<file path="src/rtl/store_trace_monitor.sv">
// ---------------------------------------------------------------------------
// store_trace_monitor
//   Passive observer of a single-cycle core's store traffic. Each cycle with
//   MemWrite high, the store (PC, DataAdr, WriteData) is captured into a
//   first-word-fall-through trace FIFO that a consumer drains through pop.
//   A small RUN/PASS/FAIL checker watches for the program's terminating store
//   to CHECK_ADDR, or gives up after TIMEOUT cycles.
//
// Ports:
//   clk, reset          rising-edge clock, asynchronous active-high reset
//   MemWrite            store strobe
//   DataAdr, WriteData  store address / data
//   PC                  PC of the storing instruction
//   pop                 consume the FIFO head on this edge
//   head_valid          FIFO non-empty; head_pc/head_addr/head_data valid
//   count, full         occupancy and full flag
//   overflow            sticky: a store was dropped because the FIFO was full
//   misaligned          sticky: a store address had DataAdr[1:0] != 0
//   store_count         stores observed, saturating at 16'hFFFF
//   done, pass          checker reached a terminal state / that state is PASS
// ---------------------------------------------------------------------------
module store_trace_monitor #(
  parameter int          DEPTH      = 16,
  parameter logic [31:0] CHECK_ADDR = 32'd100,
  parameter logic [31:0] CHECK_DATA = 32'd7,
  parameter int          TIMEOUT    = 1000
) (
  input  logic                     clk,
  input  logic                     reset,
  input  logic                     MemWrite,
  input  logic [31:0]              DataAdr,
  input  logic [31:0]              WriteData,
  input  logic [31:0]              PC,
  input  logic                     pop,
  output logic                     head_valid,
  output logic [31:0]              head_pc,
  output logic [31:0]              head_addr,
  output logic [31:0]              head_data,
  output logic [$clog2(DEPTH):0]   count,
  output logic                     full,
  output logic                     overflow,
  output logic                     misaligned,
  output logic [15:0]              store_count,
  output logic                     done,
  output logic                     pass
);

  localparam int PW = $clog2(DEPTH);
  localparam int CW = PW + 1;
  localparam int TW = $clog2(TIMEOUT + 1);
  // The transition fires on the edge where the counter would reach TIMEOUT.
  localparam logic [TW-1:0] TIMEOUT_LAST = TW'(TIMEOUT - 1);

  typedef enum logic [1:0] {
    RUN  = 2'd0,
    PASS = 2'd1,
    FAIL = 2'd2
  } state_t;

  // Trace storage: {pc, addr, data}
  logic [95:0]   mem_q [DEPTH];

  logic [PW-1:0] wr_ptr_q, wr_ptr_d;
  logic [PW-1:0] rd_ptr_q, rd_ptr_d;
  logic [CW-1:0] count_q, count_d;
  logic          overflow_q, overflow_d;
  logic          misaligned_q, misaligned_d;
  logic [15:0]   store_count_q, store_count_d;
  state_t        state_q, state_d;
  logic [TW-1:0] timer_q, timer_d;

  logic          fifo_full;
  logic          pop_eff;
  logic          push_eff;
  logic [95:0]   head_word;

  always_comb begin
    fifo_full = (count_q == CW'(DEPTH));
    pop_eff   = pop && (count_q != '0);
    // A simultaneous pop frees the slot, so a full FIFO still accepts.
    push_eff  = MemWrite && (!fifo_full || pop_eff);

    wr_ptr_d      = push_eff ? wr_ptr_q + PW'(1) : wr_ptr_q;
    rd_ptr_d      = pop_eff  ? rd_ptr_q + PW'(1) : rd_ptr_q;
    count_d       = count_q + CW'(push_eff) - CW'(pop_eff);
    overflow_d    = overflow_q || (MemWrite && !push_eff);
    misaligned_d  = misaligned_q || (MemWrite && (DataAdr[1:0] != 2'b00));
    store_count_d = store_count_q;
    if (MemWrite && (store_count_q != 16'hFFFF)) begin
      store_count_d = store_count_q + 16'd1;
    end
  end

  // Checker: the terminating store takes priority over a same-edge timeout.
  always_comb begin
    state_d = state_q;
    timer_d = timer_q;
    unique case (state_q)
      RUN: begin
        timer_d = timer_q + TW'(1);
        if (MemWrite && (DataAdr == CHECK_ADDR)) begin
          state_d = (WriteData == CHECK_DATA) ? PASS : FAIL;
        end else if (timer_q == TIMEOUT_LAST) begin
          state_d = FAIL;
        end
      end
      PASS:    state_d = PASS;
      FAIL:    state_d = FAIL;
      default: state_d = FAIL;
    endcase
  end

  always_ff @(posedge clk or posedge reset) begin
    if (reset) begin
      wr_ptr_q      <= '0;
      rd_ptr_q      <= '0;
      count_q       <= '0;
      overflow_q    <= 1'b0;
      misaligned_q  <= 1'b0;
      store_count_q <= '0;
      state_q       <= RUN;
      timer_q       <= '0;
    end else begin
      wr_ptr_q      <= wr_ptr_d;
      rd_ptr_q      <= rd_ptr_d;
      count_q       <= count_d;
      overflow_q    <= overflow_d;
      misaligned_q  <= misaligned_d;
      store_count_q <= store_count_d;
      state_q       <= state_d;
      timer_q       <= timer_d;
    end
  end

  // Storage is not reset; validity is carried entirely by count_q.
  always_ff @(posedge clk) begin
    if (push_eff) begin
      mem_q[wr_ptr_q] <= {PC, DataAdr, WriteData};
    end
  end

  always_comb begin
    head_valid = (count_q != '0);
    head_word  = head_valid ? mem_q[rd_ptr_q] : 96'd0;
    head_pc    = head_word[95:64];
    head_addr  = head_word[63:32];
    head_data  = head_word[31:0];
  end

  assign count       = count_q;
  assign full        = fifo_full;
  assign overflow    = overflow_q;
  assign misaligned  = misaligned_q;
  assign store_count = store_count_q;
  assign done        = (state_q != RUN);
  assign pass        = (state_q == PASS);

endmodule
</file>
<file path="config.mk">
export PLATFORM = sky130hd
export DESIGN_NAME = store_trace_monitor
export DESIGN_NICKNAME = d
export VERILOG_FILES = /design/src/rtl/store_trace_monitor.sv
export SDC_FILE = /design/constraint.sdc
export NUM_CORES = 1
export LEC_CHECK = 0
export CAP_MARGIN = 20
export CORE_ASPECT_RATIO = 1.25
export CORE_UTILIZATION = 41
export CTS_CLUSTER_DIAMETER = 60
export CTS_CLUSTER_SIZE = 14
export DETAILED_ROUTE_END_ITERATION = 8
export GPL_ROUTABILITY_DRIVEN = 1
export PLACE_DENSITY_LB_ADDON = 0.12
export SLEW_MARGIN = 5
export SYNTH_ARGS = -nofsm -noshare
export SYNTH_HDL_FRONTEND = slang
export SYNTH_SLANG_ARGS = --single-unit
</file>
<file path="constraint.sdc">
create_clock -name clk -period 11.5 [get_ports clk]
set_input_delay 1.725 -clock clk [delete_from_list [all_inputs] [get_ports clk]]
set_output_delay 1.725 -clock clk [all_outputs]
set_load 0.03 [all_outputs]
</file>
==> impl_metrics.tcl, run 1 <==
set metrics [dict create \
    synthMuxAreaShare_pct 17.92 \
    grt_pass1_vias 29119 \
    finalNetCount 2883 \
    clkSinkCount 1579 \
    power_frac_comb_pct 34.7 \
    area_growth_pct 14.02 \
    synth_flop_cell "edfxtp_1" \
    reg2reg_to "mem_q[6][79]$_DFFE_PP_" \
    cp_max_fo 58 \
    slew_headroom_pct 24.63 \
    final_layout_size_suffix_gt1_share_pct 25.83 \
    placed_area_um2 65100 \
    finalSetupViolCount 0 \
    clk_latency_ps 760 \
    synthXorXnorAreaFrac_pct 0.4637 \
    die_h_um 431.3 \
    wl_per_cell_um 31.11 \
    dieArea_um2 149000 \
    clock_skew_ps 14.85 \
    grt_usage_pct 20.04 \
    hold_end "timer_q[8]$_DFFE_PP0P_" \
    holdCritPathClass "reg2reg" \
    rows 157 \
    fin_area_um2 68910 \
    synth_fa_ha_area_share_pct 0.2815 \
    tritoncts "yes" \
    synth_area_um2 60440 \
    yosysSeqAreaShare_pct 78.10 \
    initial_core_util_pct 41.30 \
    avgSynthCellArea_um2 24.54 \
    dr_wl_met3_um 7962 \
    switching_share_pct 31.15 \
    dp_hpwl_um 75120 \
    clockRootBuffer "clkbuf_16" \
    netlist_instances 2463 \
    p_clk_share_pct 24.0 \
    yosys.area.top_type "edfxtp_1" \
    vdd_drop_max_mv 0.2032 \
    synth_nets 2576 \
    synth_edf_count 1536 \
    cp_num_cells 6 \
    status "finished, violations left" \
    yosys.area_share.simple_pct 1.998 \
    max_cap_violations 0 \
    htree_levels 4 \
    violations "design-rule violations" \
    top_layer "met5" \
    yosys_warnings 0 \
    reg2reg_depth 8 \
    core-area_um2 146300 \
    m1WireLength_um 61120 \
    gp_congestion 0.7161 \
    critical-path-slowest-cell "dfrtp_4" \
    hold_depth 1 \
    fin_setup_tns_ps 0 \
    io_pins 223 \
    io_buffers 222 \
    drtIter0Drc 2577 \
    fmax_mhz 142.4 \
    vias 26850 \
    dieWidth_um 345.4 \
    cp.buffers_inverters 3 \
    synth_area_leaders "edfxtp_1 (76%), mux4_2 (18%), dfrtp_1 (1.8%)" \
    drt-vias-per-instance 5.673 \
    timing.rr.start "count[2]$_DFF_PP0_" \
    drc 4 \
    p_int_w 0.01194 \
    drtPass1Iterations 8 \
    critPathMaxStageDelay_ps 1030 \
    hold_start "timer_q[8]$_DFFE_PP0P_" \
    hold_buffers 0 \
    synth-async-reset-ratio_pct 2.723 \
    criticalPathCategory "reg2out" \
    finalCritPeriodShare_pct 61.06 \
    cts.path.max_buffers 3 \
    ff2ff_setup_slack_ps 7300 \
    synth_top_family_by_area "multiplexers" \
    numCtsBuffers 134 \
    antenna_found_initial 20 \
    p_leak_nw 21.22 \
    start_kind "flop" \
    ant_nets 0 \
    synth_top_area_share_pct 76.32 \
    clk_pin_slew_ps 60 \
    worstPathArrival_ps 5300 \
    fin_crit_ps 7022 \
    worst_slew_pin_slew_ps 1115 \
    drv_slew 0 \
    rsz0062_at_grt "false" \
    post_synth_num_cell_types 37 \
    p_switching_w 0.005402 \
    post_cts_buffers 0 \
    critPathTopFamily "buffers and inverters" \
    overflow 0 \
    crit_required_ps 9780 \
    crit_path_end_kind "output pin" \
    synth-compound-area-share_pct 0.1139 \
    post_cts_resize_count 0 \
    hold_viol_final 0 \
    power.share.sequential_pct 41.3 \
    ys_ff_latch 1579 \
    grt_max_degree 121 \
    wl_um 147200 \
    crit_chain "buf_4 > buf_4 > mux4_2 > mux4_2 > and2_1 > clkdlybuf4s50_1" \
    powerDensity_nw_per_um2 251.6 \
    wl_met2_um 75420 \
    grt_pass1_wl_um 211000 \
]
==> layout make-up <==
| class | count | area, um2 |
|---|---|---|
| tap | 1908 | 2387 |
| sequential | 1579 | 47220 |
| multi-input combinational | 752 | 12680 |
| inverter | 11 | 43.79 |
| antenna | 7 | 17.52 |
| fill | 11850 | 77430 |
| timing repair buffer | 292 | 2820 |
| clock buffer | 168 | 3630 |
| clock inverter | 16 | 125.1 |
==> cell usage in the layout, fill, tap and decap left out, drive strengths merged, types with 2 or more instances in the layout <==
| master | synthesis | final |
|---|---|---|
| dfrtp | 43 | 43 |
| nor3 | 9 | 9 |
| ha | 12 | 12 |
| mux2 | 2 | 2 |
| nor4bb | 2 | 2 |
| nand2 | 30 | 30 |
| xor2 | 10 | 10 |
| and2 | 96 | 96 |
| clkinv | 0 | 9 |
| xnor2 | 22 | 22 |
| clkbuf | 60 | 168 |
| nor4b | 2 | 2 |
| a21oi | 3 | 3 |
| nor4 | 13 | 13 |
| clkinvlp | 0 | 2 |
| o21ai | 4 | 4 |
| nand2b | 5 | 5 |
| mux4 | 480 | 480 |
| edfxtp | 1536 | 1536 |
| nand4 | 17 | 17 |
| buf | 61 | 70 |
| clkdlybuf4s50 | 0 | 222 |
| nand3 | 5 | 5 |
| nor2 | 24 | 24 |
| and3 | 4 | 4 |
| inv | 11 | 15 |
| diode | 0 | 7 |
| or3 | 2 | 2 |
==> registers in the layout (all words and copies together) (netlist names) <==
signal       cells
overflow         1
state_q          2
count            5
wr_ptr_q         4
mem_q         1536
misaligned       1
timer_q         10
store_count     16
rd_ptr_q         4
==> cells in the mapped netlist, types with 2 or more instances <==
cell type  instances
a21oi_1            3
nor2_1            24
nand4_1           17
or3_1              2
edfxtp_1        1536
clkbuf_1          60
and3_1             4
mux2_2             2
nand3_1            5
mux4_2           480
inv_1             11
xor2_1            10
o21ai_0            4
dfrtp_1           43
nor4b_1            2
buf_4             26
buf_2             15
nor4_1            13
nand2_1           30
and2_1            96
ha_1              12
buf_1             11
nor3_1             9
buf_6              9
nand2b_1           5
xnor2_1           22
nor4bb_1           2
==> power groups by stage <==
stage / combinational, W / clock (W) / sequential [W]
finish: 0.00601 / 0.00416 / 0.00717
global route: 0.00639 / 0.00446 / 0.00722
CTS: 0.00616 / 0.00428 / 0.00718
detailed placement: 0.00615 / 0 / 0.00730
global placement: 0.00611 / 0 / 0.00726
floorplan: 0.00407 / 0 / 0.00727
==> worst max path at each step <==
stage / start / endpoint / slack [ps]
6_report: rd_ptr_q[2]$_DFFE_PP0N_ / head_pc[8] / 4480
5_1_grt: rd_ptr_q[2]$_DFFE_PP0N_ / head_pc[8] / 4350
4_1_cts: rd_ptr_q[2]$_DFFE_PP0N_ / head_pc[8] / 4390
3_5_place_dp: rd_ptr_q[2]$_DFFE_PP0N_ / head_pc[8] / 5250
3_3_place_gp: rd_ptr_q[2]$_DFFE_PP0N_ / head_pc[22] / 5310
2_1_floorplan: MemWrite / mem_q[3][0]$_DFFE_PP_ / 1670
==> logic make-up (layout without fill, tap and decap cells) <==
| group | Yosys count | after routing |
|---|---|---|
| AOI/OAI and AO/OA | 11 | 11 |
| xor gates and xnor gates | 32 | 32 |
| adders and majority gates | 13 | 13 |
| buffers and inverters | 132 | 487 |
| DFF | 1579 | 1579 |
| muxes | 482 | 482 |
| other | 0 | 7 |
| and+or+nand+nor | 214 | 214 |
==> metal layers <==
layer / GRT usage (%) / vias up
li1: - / 11104
met1: 26.35 / 14850
met2: 34.05 / 680
met3: 4.185 / 186
met4: 5.079 / 30
met5: 0 / -
==> metrics by stage <==
stage | total power (W) | instances | util [%] | hold slack (ps) | worst slack [ps]
after floorplan | 0.01134 | 2463 | - | 438.8 | 1670
after detailed placement | 0.01345 | 4540 | 44.49 | 457.0 | 5252
final | 0.01734 | 4733 | 47.09 | 474.0 | 4478
after global placement | 0.01337 | 4537 | 44.46 | 458.8 | 5310
after global routing | 0.01806 | 4728 | 47.08 | 491.9 | 4350
after CTS | 0.01763 | 4724 | 47.05 | 476.7 | 4391
Power figures use the tool's default switching activity.
==> inputs of run 2 (changes only) <==
==> constraint.sdc (replaced) <==
create_clock -name clk -period 6.45 [get_ports clk]
set_input_delay 0.9675 -clock clk [delete_from_list [all_inputs] [get_ports clk]]
set_output_delay 0.9675 -clock clk [all_outputs]
set_load 0.03 [all_outputs]
==> impl_metrics.tcl, run 2 (synthesis gave the netlist of run 1 again) <==
set metrics [dict create \
    area_growth_pct 14.88 \
    grt_pass1_wl_um 212900 \
    worst_slew_pin_slew_ps 1103 \
    crit_required_ps 5480 \
    finalNetCount 2886 \
    die_h_um 431.3 \
    vias 27104 \
    numCtsBuffers 135 \
    core-area_um2 146300 \
    clk_pin_slew_ps 60 \
    clk_latency_ps 770 \
    critical-path-slowest-cell "dfrtp_4" \
    overflow 0 \
    cp.buffers_inverters 2 \
    clockRootBuffer "clkbuf_16" \
    antenna_found_initial 21 \
    finalCritPeriodShare_pct 79.71 \
    dp_cells 4543 \
    drt-vias-per-instance 5.734 \
    cts.path.max_buffers 3 \
    slew_headroom_pct 26.31 \
    io_pins 223 \
    fin_crit_ps 5141 \
    crit_chain "buf_4 > mux4_2 > mux4_2 > and2_1 > clkdlybuf4s50_1" \
    final_layout_size_suffix_gt1_share_pct 25.99 \
    initial_core_util_pct 41.30 \
    final_cells 4727 \
    criticalPathCategory "reg2out" \
    grt_max_degree 97 \
    drtPass1Iterations 7 \
    rsz0062_at_grt "false" \
    critPathMaxStageDelay_ps 810 \
    post_cts_buffers 0 \
    hold_ws_ps 476.6 \
    htree_levels 4 \
    status "finished, final reports clean" \
    crit_path_end_kind "output pin" \
    tritoncts "yes" \
    drv_slew 0 \
    drtIter0Drc 2372 \
    worstPathArrival_ps 4170 \
    hold_viol_final 0 \
    start_kind "flop" \
    largest-register "mem_q" \
    clkSinkCount 1579 \
    gp_congestion 0.7373 \
    total_power_w 0.03127 \
    fmax_mhz 194.5 \
    wl_per_cell_um 31.30 \
    dp_hpwl_um 75260 \
    drc 0 \
    final_common_cell "edfxtp_1" \
    rows 157 \
    grt_usage_pct 20.19 \
    max_cap_violations 0 \
    post_cts_resize_count 0 \
    clock_skew_ps 32.11 \
    dieWidth_um 345.4 \
    finalSetupViolCount 0 \
    powerDensity_nw_per_um2 450.3 \
    critPathTopFamily "buffers and inverters" \
    wl_um 148000 \
    hold_buffers 0 \
    largest_reg_flops 1536 \
    p_leak_nw 21.38 \
    n_fill_cell 11766 \
    grt_pass1_vias 29366 \
    path_common_cell "mux4_2" \
    final_cell_mix "edfxtp_1 (1536), mux4_2 (480), clkdlybuf4s50_1 (222)" \
    ant_nets 0 \
    dieArea_um2 149000 \
    vdd_drop_max_mv 0.4417 \
    holdCritPathClass "reg2reg" \
    cp_max_fo 31 \
    io_buffers 222 \
]
-- run 2: layout make-up --
class | count | area (um2) | share of cell area [%]
inverter | 11 | 43.79 | 0.06307
clock inverter | 16 | 143.9 | 0.2072
multi-input combinational | 752 | 12700 | 18.29
tap | 1908 | 2387 | 3.438
sequential | 1579 | 47220 | 68.00
clock buffer | 165 | 3681 | 5.302
timing repair buffer | 294 | 3256 | 4.689
antenna | 2 | 5.005 | 0.007208
-- run 2: worst paths after layout --
path / from / endpoint / slack (ps) / cells after the start
max in group asynchronous: reset / rd_ptr_q[0]$_DFFE_PP0N_ / 5240 / 3
worst min register to register: timer_q[7]$_DFFE_PP0P_ / timer_q[7]$_DFFE_PP0P_ / 480 / 1
worst max-delay path: rd_ptr_q[0]$_DFFE_PP0N_ / head_data[2] / 1310 / 5
min in group asynchronous: reset / store_count[10]$_DFFE_PP0P_ / 690 / 3
worst min-delay path: timer_q[7]$_DFFE_PP0P_ / timer_q[7]$_DFFE_PP0P_ / 480 / 1
worst max register to register: count[3]$_DFF_PP0_ / mem_q[10][78]$_DFFE_PP_ / 2910 / 7
-- run 2: metrics by stage --
step / setup TNS (ps) / setup slack, ps / utilization [%] / cell area, um2
after floorplan: -13160 / -43.58 / - / 60460
after global placement: 0 / 2003 / 44.79 / 65550
final: 0 / 1309 / 47.44 / 69430
after global routing: 0 / 1064 / 47.44 / 69430
after detailed placement: 0 / 1929 / 44.81 / 65580
after CTS: 0 / 1136 / 47.42 / 69400
-- run 2: power breakdown --
group | switching, W | leakage (nW) | internal, W | total (W)
Combinational | 0.00576 | 5.09 | 0.00511 | 0.0109
Clock | 0.00349 | 1.87 | 0.00407 | 0.00756
Sequential | 0.000503 | 14.4 | 0.0123 | 0.0128
-- run 2: metal layers --
layer,up-vias,routed length [um],GRT usage [%]
met5,-,190,0
met4,32,2447,4.574
met3,192,7975,4.137
met2,676,74710,33.78
met1,15096,62630,27.30
li1,11108,-,-
==> inputs of run 3 (changes only) <==
==> constraint.sdc (replaced) <==
create_clock -name clk -period 4.9 [get_ports clk]
set_input_delay 0.735 -clock clk [delete_from_list [all_inputs] [get_ports clk]]
set_output_delay 0.735 -clock clk [all_outputs]
set_load 0.03 [all_outputs]
==> impl_metrics.tcl, run 3 (synthesis gave the netlist of run 1 again) <==
set metrics [dict create \
    fmax_mhz 212.8 \
    grt_usage_pct 20.04 \
    ant_nets 0 \
    drv_slew 0 \
    multi_input_area_um2 12700 \
    rows 157 \
    crit_chain "buf_4 > mux4_2 > mux4_2 > and2_1 > clkdlybuf4s50_1" \
    clk_latency_ps 780 \
    max_cap_violations 0 \
    antenna_found_initial 21 \
    largest-register "mem_q" \
    dieWidth_um 345.4 \
    worst_slew_pin_slew_ps 898.1 \
    p_leak_nw 21.48 \
    cp.buffers_inverters 2 \
    dr_wl_met3_um 7499 \
    vdd_drop_max_mv 0.4919 \
    drc 0 \
    powerDensity_nw_per_um2 590.4 \
    final_layout_size_suffix_gt1_share_pct 26.51 \
    slew_headroom_pct 39.93 \
    final_common_cell "edfxtp_1" \
    place_ws_ps 969.7 \
    fin_setup_tns_ps 0 \
    critPathTopFamily "multiplexers" \
    n_fill_cell 11716 \
    top_layer "met5" \
    critPathMaxStageDelay_ps 660 \
    final_cell_mix "edfxtp_1 (1536), mux4_2 (480), clkdlybuf4s50_1 (222)" \
    finalSetupViolCount 0 \
    clk_pin_slew_ps 60 \
    tritoncts "yes" \
    hold_buffers 0 \
    path_common_cell "mux4_2" \
    wl_met2_um 72810 \
    cp_max_fo 26 \
    hold_viol_final 0 \
    wl_per_cell_um 30.85 \
    area.sequential_um2 47220 \
    grt_pass1_vias 29488 \
    dieArea_um2 149000 \
    drtIter0Drc 2448 \
    wl_um 146500 \
    io_pins 223 \
    fin_crit_ps 4698 \
    dp_hpwl_um 74800 \
    crit_path_end_kind "output pin" \
    vias 27094 \
    drtPass1Iterations 7 \
    clock_skew_ps 25.08 \
    io_buffers 222 \
    m1WireLength_um 63740 \
    cts.path.max_buffers 3 \
    finalNetCount 2899 \
    holdCritPathClass "in2async" \
    fin_util_pct 47.60 \
    clkSinkCount 1579 \
    numCtsBuffers 135 \
    crit_required_ps 4160 \
    start_kind "flop" \
    area_growth_pct 15.27 \
    clockRootBuffer "clkbuf_16" \
    drt-vias-per-instance 5.706 \
    largest_reg_flops 1536 \
    overflow 0 \
    criticalPathCategory "reg2out" \
    initial_core_util_pct 41.30 \
    ff2ff_setup_slack_ps 1400 \
    post_cts_buffers 0 \
    gp_congestion 0.7419 \
    worstPathArrival_ps 3960 \
    grt_max_degree 99 \
    status "finished, final reports clean" \
    finalCritPeriodShare_pct 95.88 \
    critical-path-slowest-cell "dfrtp_4" \
    hold_ws_ps 440.9 \
    htree_levels 4 \
    post_cts_resize_count 0 \
    grt_pass1_wl_um 211700 \
    total_power_w 0.04113 \
    die_h_um 431.3 \
    rsz0062_at_grt "false" \
    core-area_um2 146300 \
    final.setup.worst_slack_ps 201.7 \
]
run 3: worst paths after layout:
path                       cells past startpoint                     from                          end
max                                            5  rd_ptr_q[0]$_DFFE_PP0N_                  head_pc[26]
min                                            3                    reset  store_count[14]$_DFFE_PP0P_
max reg2reg                                   15       count[3]$_DFF_PP0_           count[4]$_DFF_PP0_
min reg2reg                                    1   timer_q[7]$_DFFE_PP0P_       timer_q[7]$_DFFE_PP0P_
max in group asynchronous                      3                    reset      rd_ptr_q[2]$_DFFE_PP0N_
min in group clk                               1   timer_q[7]$_DFFE_PP0P_       timer_q[7]$_DFFE_PP0P_
run 3: per-layer routing:
metal | vias to the layer above | global-route usage [%]
li1 | 11150 | -
met1 | 15034 | 27.74
met2 | 685 | 32.92
met3 | 195 | 3.952
met4 | 30 | 4.589
met5 | - | 0
run 3: stage by stage:
step,cells,cell area [um2]
after global placement,4557,65820
after global routing,4746,69660
after detailed placement,4557,65820
after floorplan,2463,60460
final,4748,69670
after CTS,4745,69660
run 3: worst register-to-register path, cell delays in order, from the launching register on:
cell	delay [ps]
dfrtp_1	390
inv_1	80
ha_1	190
nor4b_1	140
buf_4	150
inv_4	480
buf_4	450
nand2_1	280
nand2_1	120
nand2_1	60
ha_1	220
fa_1	440
a21oi_1	160
nor2_1	50
nor2_1	120
xnor2_1	120
run 3: layout make-up:
type                       count  share of cell area [%]
sequential                  1579                   67.77
multi-input combinational    752                   18.23
tap                         1908                   3.427
inverter                      11                 0.06286
clock buffer                 162                   5.207
timing repair buffer         307                   4.986
antenna                        3                 0.01078
clock inverter                26                  0.3035
run 3: where the power goes:
part | leakage [nW] | switching (W) | internal [W]
combinational | 5.18 | 0.00763 | 0.00678
clock | 1.88 | 0.00467 | 0.00527
sequential | 14.4 | 0.000546 | 0.0162
total | 21.5 | 0.0128 | 0.0283
